`src/rtl/seg_scan_decoder.sv`:
```
// seg_scan_decoder: recovers six digits from a multiplexed 7-segment scan
module seg_scan_decoder #(
    parameter int STABLE_CYCLES  = 4,
    parameter int TIMEOUT_CYCLES = 1000000
) (
    input  logic        clk,
    input  logic        reset,
    input  logic [7:0]  AN,
    input  logic [7:0]  cathode,
    input  logic        err_clr,
    output logic [23:0] digits,
    output logic [5:0]  dp,
    output logic        frame_valid,
    output logic        seg_err,
    output logic        scan_lost
);
    localparam int IW = $clog2(TIMEOUT_CYCLES + 1);

    logic [7:0]    an_s1_q, an_s2_q, cat_s1_q, cat_s2_q;
    logic [7:0]    an_prev_q, cat_prev_q;
    logic [7:0]    cnt_q, cnt_d;
    logic [IW-1:0] idle_q, idle_d;
    logic [5:0]    seen_q, seen_d;
    logic [23:0]   shadow_q, shadow_d, digits_q;
    logic [5:0]    sdp_q, sdp_d, dp_q;
    logic          fv_q, err_q, lost_q, lost_d, err_d;
    logic [2:0]    idx;
    logic          valid, same, cap, bad;
    logic [6:0]    seg;
    logic [3:0]    nib;

    assign digits      = digits_q;
    assign dp          = dp_q;
    assign frame_valid = fv_q;
    assign seg_err     = err_q;
    assign scan_lost   = lost_q;

    // Two-flop synchronizers; idle level is all-ones (nothing driven).
    always_ff @(posedge clk or posedge reset) begin
        if (reset) begin
            an_s1_q  <= '1;
            an_s2_q  <= '1;
            cat_s1_q <= '1;
            cat_s2_q <= '1;
        end else begin
            an_s1_q  <= AN;
            an_s2_q  <= an_s1_q;
            cat_s1_q <= cathode;
            cat_s2_q <= cat_s1_q;
        end
    end

    // Sample qualification, dwell counting, segment decode and frame assembly.
    always_comb begin
        idx = 3'd0;
        for (int i = 0; i < 6; i++) if (!an_s2_q[i]) idx = 3'(i);
        valid  = an_s2_q[7:6] == 2'b11 && $onehot(~an_s2_q[5:0]);
        same   = an_s2_q == an_prev_q && cat_s2_q == cat_prev_q;
        cap    = valid && same && cnt_q == 8'(STABLE_CYCLES - 1);
        cnt_d  = !valid ? 8'd0 : !same ? 8'd1 : cnt_q == 8'(STABLE_CYCLES) ? cnt_q : cnt_q + 8'd1;
        seg    = ~cat_s2_q[6:0];
        bad    = 1'b0;
        case (seg)
            7'h3F:   nib = 4'h0;
            7'h06:   nib = 4'h1;
            7'h5B:   nib = 4'h2;
            7'h4F:   nib = 4'h3;
            7'h66:   nib = 4'h4;
            7'h6D:   nib = 4'h5;
            7'h7D:   nib = 4'h6;
            7'h07:   nib = 4'h7;
            7'h7F:   nib = 4'h8;
            7'h6F:   nib = 4'h9;
            7'h00:   nib = 4'hF;
            default: begin
                nib = 4'hE;
                bad = 1'b1;
            end
        endcase
        shadow_d = shadow_q;
        sdp_d    = sdp_q;
        if (cap) begin
            shadow_d[{idx, 2'b00} +: 4] = nib;
            sdp_d[idx]                  = ~cat_s2_q[7];
        end
        idle_d = cap ? '0 : lost_q ? idle_q : idle_q + 1'b1;
        lost_d = idle_d == IW'(TIMEOUT_CYCLES);
        // Mask clears on frame completion or loss, but a capture in that same cycle belongs to the new frame.
        seen_d = ((&seen_q || lost_d) ? 6'd0 : seen_q) | (cap ? 6'd1 << idx : 6'd0);
        err_d  = (cap && bad) || (err_q && !err_clr);
    end

    // State and registered outputs; a full mask publishes all shadows at once.
    always_ff @(posedge clk or posedge reset) begin
        if (reset) begin
            an_prev_q  <= '1;
            cat_prev_q <= '1;
            cnt_q      <= '0;
            idle_q     <= '0;
            seen_q     <= '0;
            shadow_q   <= '1;
            sdp_q      <= '0;
            digits_q   <= '1;
            dp_q       <= '0;
            fv_q       <= 1'b0;
            err_q      <= 1'b0;
            lost_q     <= 1'b0;
        end else begin
            an_prev_q  <= an_s2_q;
            cat_prev_q <= cat_s2_q;
            cnt_q      <= cnt_d;
            idle_q     <= idle_d;
            seen_q     <= seen_d;
            shadow_q   <= shadow_d;
            sdp_q      <= sdp_d;
            digits_q   <= &seen_q ? shadow_q : digits_q;
            dp_q       <= &seen_q ? sdp_q : dp_q;
            fv_q       <= &seen_q;
            err_q      <= err_d;
            lost_q     <= lost_d;
        end
    end
endmodule

```
`config.mk`:
```
export PLATFORM = sky130hd
export DESIGN_NAME = seg_scan_decoder
export DESIGN_NICKNAME = d
export VERILOG_FILES = /design/src/rtl/seg_scan_decoder.sv
export SDC_FILE = /design/constraint.sdc
export NUM_CORES = 1
export LEC_CHECK = 0
export BUFFER_PORTS_ARGS = -buffer_cell sky130_fd_sc_hd__buf_2
export CORE_UTILIZATION = 58
export DETAILED_ROUTE_END_ITERATION = 12
export HOLD_SLACK_MARGIN = 0.06
export PLACE_DENSITY = 0.89
export SYNTH_ARGS = -nofsm -noshare
export SYNTH_HDL_FRONTEND = slang
export SYNTH_SLANG_ARGS = --single-unit
```
`constraint.sdc`:
```
create_clock -name clk -period 4.73 [get_ports clk]
set_input_delay 0.473 -clock clk [delete_from_list [all_inputs] [get_ports clk]]
set_output_delay 0.473 -clock clk [all_outputs]
set_load 0.05 [all_outputs]
```
Word level (Yosys, flattened, before mapping)
Cells that the tools add are included.

storage, ports and cells
  bits in registers = 145
  bits in latches = 0
  bits in writable memories = 0
  ROM bits = 0
  input bits = 19
  output and inout port bits = 33
  logic and storage cells = 82
  memories = 0

operators by class
  add/sub/neg operators = 8
  multiply operators = 0
  divide/modulo/power cells = 0
  magnitude comparators = 2
  equal/unequal tests = 18
  shift operators = 3
  muxes and demuxes = 18
  bitwise logic cells = 4
  reductions and logical operators = 13

operators by type and width
  cell                    count
  $eq 7x7->1 const B      7
  $pmux 4 s11             1
  $mux 20                 2
  $bwmux 24               1
  $mux 8                  3
  $shift 4x7->24 const A  1
  $shiftx 4x7->24         1
  $add 20x1->20 const B   1
  $eq 20x20->1 const B    1
  $eq 8x8->1              2
  $eq 7x3->1 const B      2
  $mux 3                  4
  $mux 6                  2
  $reduce_or 11->1        1
  $add 8x1->8 const B     1
  $eq 8x2->1 const B      1
  $eq 8x3->1 const B      1
  $eq 7x6->1 const B      1
  $logic_and 1x1->1       7
  $logic_not 7->1         1
  $neg 5->7               1
  $not 7->7               1
  $add 1x1->2             3
  $bwmux 6                1
  other kinds (16)        19

Logic depth before layout (Yosys ltp)
  word-level depth = 13
  gate-level depth with buffers = 14
  depth with buffers taken out = 12

Least setup slack after synthesis
Ideal clock, no wire load.

  path type = register -> register
  start = register an_s2_q[0]
  end = register shadow_q[16]
  library setup time = 0.091 ns
  arrival time = 3.164 ns
  data required time = 4.639 ns
  path slack = 1.475 ns
  cell stages (with the launch flop) = 14
  buffers on the path = 2
  clock period less this slack = 3.255 ns
  cell sequence = dfstp_2 fa_1 inv_1 fa_1 ha_1 inv_1 fa_1 nand3_1 nor2_1 and4_4 buf_4 nand3_1 buf_2 o31ai_1

on the way
  longest elaborated chain between the ends = 8
  elaborated cells between the ends (all ways) = 10
  classes of those cells = 3 x add/sub; 2 x eq/ne; 1 x bitwise; 4 x reduce/logical

ends and longest elaborated chain
  what                               RTL line  RTL
  start, declared                    19        logic [7:0] an_s1_q, an_s2_q, cat_s1_q, cat_s2_q;
  start signal, assigned             47        an_s2_q <= an_s1_q;
  $not 6->6                          57        valid = an_s2_q[7:6] == 2'b11 && $onehot(~an_s2_q[5:0]);
  $add 1x1->2 (implied by the code)  57
  $add 2x2->3 (implied by the code)  57
  $add 3x2->3 (implied by the code)  57
  $eq 3x1->1                         57
  $logic_and 1x1->1                  57
  $logic_and 1x1->1 * (2 in series)  59        cap = valid && same && cnt_q == 8'(STABLE_CYCLES - 1);
  end signal, assigned               114       shadow_q <= shadow_d;
  end, declared                      24        logic [23:0] shadow_q, shadow_d, digits_q;

Mark *: on every way between the ends. The rest lies on a longest branch, timed or not.
A chain may end at the register's enable or synchronous reset.

Worst setup path in the final report
  start = register an_s2_q[1]
  end = register shadow_q[16]

on the way
  longest elaborated chain between the ends = 8
  elaborated cells between the ends (all ways) = 19
  classes of those cells = 4 x add/sub; 2 x eq/ne; 2 x shift; 6 x mux; 1 x bitwise; 4 x reduce/logical

ends and longest elaborated chain
  what                                                   RTL line  RTL
  $mux 1 / $not 6->6 (equally long branches)             56, 57
  $mux 3 / $add 1x1->2 (equally long branches)           56, 57
  $mux 3 / $add 2x2->3 (equally long branches)           56, 57
  $mux 3 / $add 3x2->3 (equally long branches)           56, 57
  $mux 3 / $eq 3x1->1 (equally long branches)            56, 57
  $neg 5->7 / $logic_and 1x1->1 (equally long branches)  83, 57
  $shiftx 4x7->24 (tied with other cells)                83        shadow_d[{idx, 2'b00} +: 4] = nib;
  $bwmux 24 / $logic_and 1x1->1 (equally long branches)  83, 59

Several ways; a longest one is shown, not always the timed one.

==> impl_metrics.json <==
{
  "synth_top_family_by_area": "simple AND/OR/NAND/NOR gates",
  "ys_seq_elements": 145,
  "ys_async_sr_fraction": 1.00,
  "final_cells": 740,
  "synth_ff_type": "dfstp_2",
  "io_pins": 52,
  "synth-adder-area-share": 0.0271,
  "dp.cells": 691,
  "hold_viol_final": 0,
  "grt_setup_unrepaired": "false",
  "antenna_found_initial": 0,
  "synth_xor_area_frac": 0.0646,
  "path_cells": "fa_1 -> inv_1 -> fa_1 -> ha_1 -> inv_1 -> fa_1 -> nand3_1 -> nor2_1 -> and4_4 -> nand3_1 -> o31ai_1",
  "yosys.area_share.simple": 0.146,
  "cts_root_buf": "clkbuf_8",
  "start_util": 0.607,
  "yosysSeqAreaShare": 0.588,
  "clk_latency_ns": 0.53,
  "syn_area_per_cell_sq_um": 12.2,
  "period_minus_slack_ns": 3.90,
  "relSlewSlack": 0.513,
  "slowest_delay_ns": 0.52,
  "synth_area_sq_um": 6370,
  "core_area_sq_um": 10500,
  "die_h_microns": 107,
  "cp-end-kind": "flip-flop",
  "leakage_nw": 3.28,
  "cap_violations": 0,
  "fin_crit_sh": 0.824,
  "via_count": 4321,
  "syn_inst": 522,
  "first_global_vias": 4468,
  "dpl.hpwl_mm": 8.53,
  "antennaDiodeCount": 0,
  "htree_levels": 4,
  "switchingPower_w": 0.000655,
  "grt.overflow.total": 0,
  "drt-total-wl_mm": 13.1,
  "numCtsBuffers": 17,
  "grt_pass1_wl_mm": 21.8,
  "io_buffer_count": 51,
  "hold_buffers": 17,
  "finClkSkew_ns": 0.00813,
  "worst_ep_arrival_time_ns": 4.32,
  "synth_compound_area_frac": 0.0673,
  "cts_resized": 0,
  "place_congestion": 0.832,
  "power.share.sequential": 0.482,
  "cts.sinks": 145,
  "yosysWarnings": 0,
  "synth.net_count": 553,
  "worst_path_most_repeated_cell": "fa_1",
  "final_max_slew_viol_count": 0,
  "p_int_w": 0.00206,
  "cts_setup_buffers": 0,
  "finalPower_w": 0.00271,
  "clk_path_buf_depth": 2,
  "setup_violations": 0,
  "cts_tree": "done",
  "final.setup.tns_ns": 0,
  "power_density_nw_per_um2": 364,
  "clkTransAtPathRegs_ns": 0.06,
  "path_buf_inv": 2,
  "status": "complete, no violations",
  "dr.pass1.iters": 5,
  "postPlaceCellArea_sq_um": 6730,
  "grt_usage": 0.251,
  "power_frac_clock": 0.474,
  "crit_type": "flip-flop to flip-flop",
  "tightest_slew_ns": 0.726,
  "final_common_cell": "dfstp_2",
  "drt_iter0_drc": 264,
  "cpMaxStageDelayCell": "fa_1",
  "final_cell_mix": "dfstp_2 (96), buf_2 (51), dfrtp_1 (49)",
  "postRouteAntennaNets": 0,
  "cpLargestDelayFamily": "adder cells",
  "routedWlPerCell_microns": 17.7,
  "grt_max_degree": 55,
  "comb_power_share": 0.044,
  "synth_mux_area_frac": 0.0750,
  "nNetsFinal": 622,
  "synth_edf_count": 0,
  "die_area_sq_um": 11400,
  "worstPathMaxFanout": 30,
  "dieWidth_microns": 107,
  "synth_cell_types": 64,
  "p_sw_frac": 0.241,
  "cp-start-kind": "flip-flop",
  "hold_class": "input port to flip-flop",
  "reg2reg_slack_ns": 0.83,
  "synthToLayoutAreaGrowth_pct": 17.1,
  "max-vdd-ir-drop_uv": 295,
  "required_ns": 5.15,
  "layout-drive-gt1-share": 0.399,
  "fmax_mhz": 256,
  "stdcell_area_sq_um": 7470,
  "drc": 0,
  "drt-vias-per-instance": 5.84,
  "placementRows": 37
}
synthesized netlist by cell type (3+ instances only):
cell type,count,share of area
nor2_1,43,0.025
mux2i_1,5,0.0079
and3_1,7,0.0069
nand4_1,18,0.018
nand3_1,19,0.015
nor2b_1,3,0.0029
nand2_1,39,0.023
buf_2,11,0.0086
clkbuf_1,8,0.0047
o31ai_1,11,0.013
mux2_2,36,0.064
o21ai_1,14,0.011
fa_1,3,0.0094
inv_1,24,0.014
nor3_1,13,0.010
dfstp_2,96,0.40
ha_1,9,0.018
a21o_1,3,0.0035
and4_1,4,0.0055
xor2_1,18,0.025
dfrtp_1,49,0.19
a21oi_1,5,0.0039
xnor2_1,29,0.040
o22ai_1,3,0.0029
final cells by class:
type	count	area, sq um
sequential	145	3750
fill	643	3040
multi-input combinational	330	2420
timing repair buffer	72	455
clock buffer	18	428
tap	136	170
clock inverter	14	143
inverter	25	96.3
per-stage QoR:
step	util	setup WS, ns	hold WS, ns
after global placement	0.640	1.19	0.346
after CTS	0.710	0.850	0.157
after detailed placement	0.640	0.940	0.347
after global routing	0.710	0.696	0.161
final	0.710	0.831	0.178
after floorplan	-	0.521	0.345
flip-flops by register name, indices dropped and copies added, names as in the netlist, 6 cells and up:
signal / count
an_prev_q: 8
an_s1_q: 8
an_s2_q: 8
cat_prev_q: 8
cat_s1_q: 8
cat_s2_q: 8
cnt_q: 8
digits: 24
dp: 6
idle_q: 20
sdp_q: 6
seen_q: 6
shadow_q: 24
worst paths after layout:
kind / from / end / depth (start not counted)
max in group asynchronous: reset / dp[4] / 4
hold / removal: err_clr / seg_err / 2
setup reg to reg: an_s2_q[1] / shadow_q[16] / 11
hold reg to reg: cat_s1_q[0] / cat_s2_q[0] / 0
setup / recovery: an_s2_q[1] / shadow_q[16] / 11
min in group asynchronous: reset / dp[3] / 3
cell families (layout without fill, tap and decap cells):
| family | Yosys count | after routing |
|---|---|---|
| AND/OR/NAND/NOR | 174 | 174 |
| flip-flops | 145 | 145 |
| AO/OA/AOI/OAI | 54 | 54 |
| XOR/XNOR | 47 | 47 |
| buffers and inverters | 47 | 129 |
| multiplexers | 43 | 43 |
| adder cells (fa/ha/maj) | 12 | 12 |
power by group through the flow:
stage / Combinational, W / Sequential, W / Clock [W]
floorplan: 0.0000838 / 0.00131 / 0
global placement: 0.0000985 / 0.00132 / 0
detailed placement: 0.000107 / 0.00133 / 0
CTS: 0.000120 / 0.00131 / 0.00130
global route: 0.000132 / 0.00131 / 0.00136
finish: 0.000120 / 0.00131 / 0.00129
layer usage:
| layer | vias to the layer above | wire (microns) | track usage |
|---|---|---|---|
| met3 | 36 | 668 | 0.0596 |
| met1 | 2180 | 5240 | 0.315 |
| met5 | - | 0 | 0 |
| li1 | 1947 | - | - |
| met4 | 0 | 279 | 0.0890 |
| met2 | 158 | 6900 | 0.425 |
Note: power is estimated with default switching activity, not from simulation.
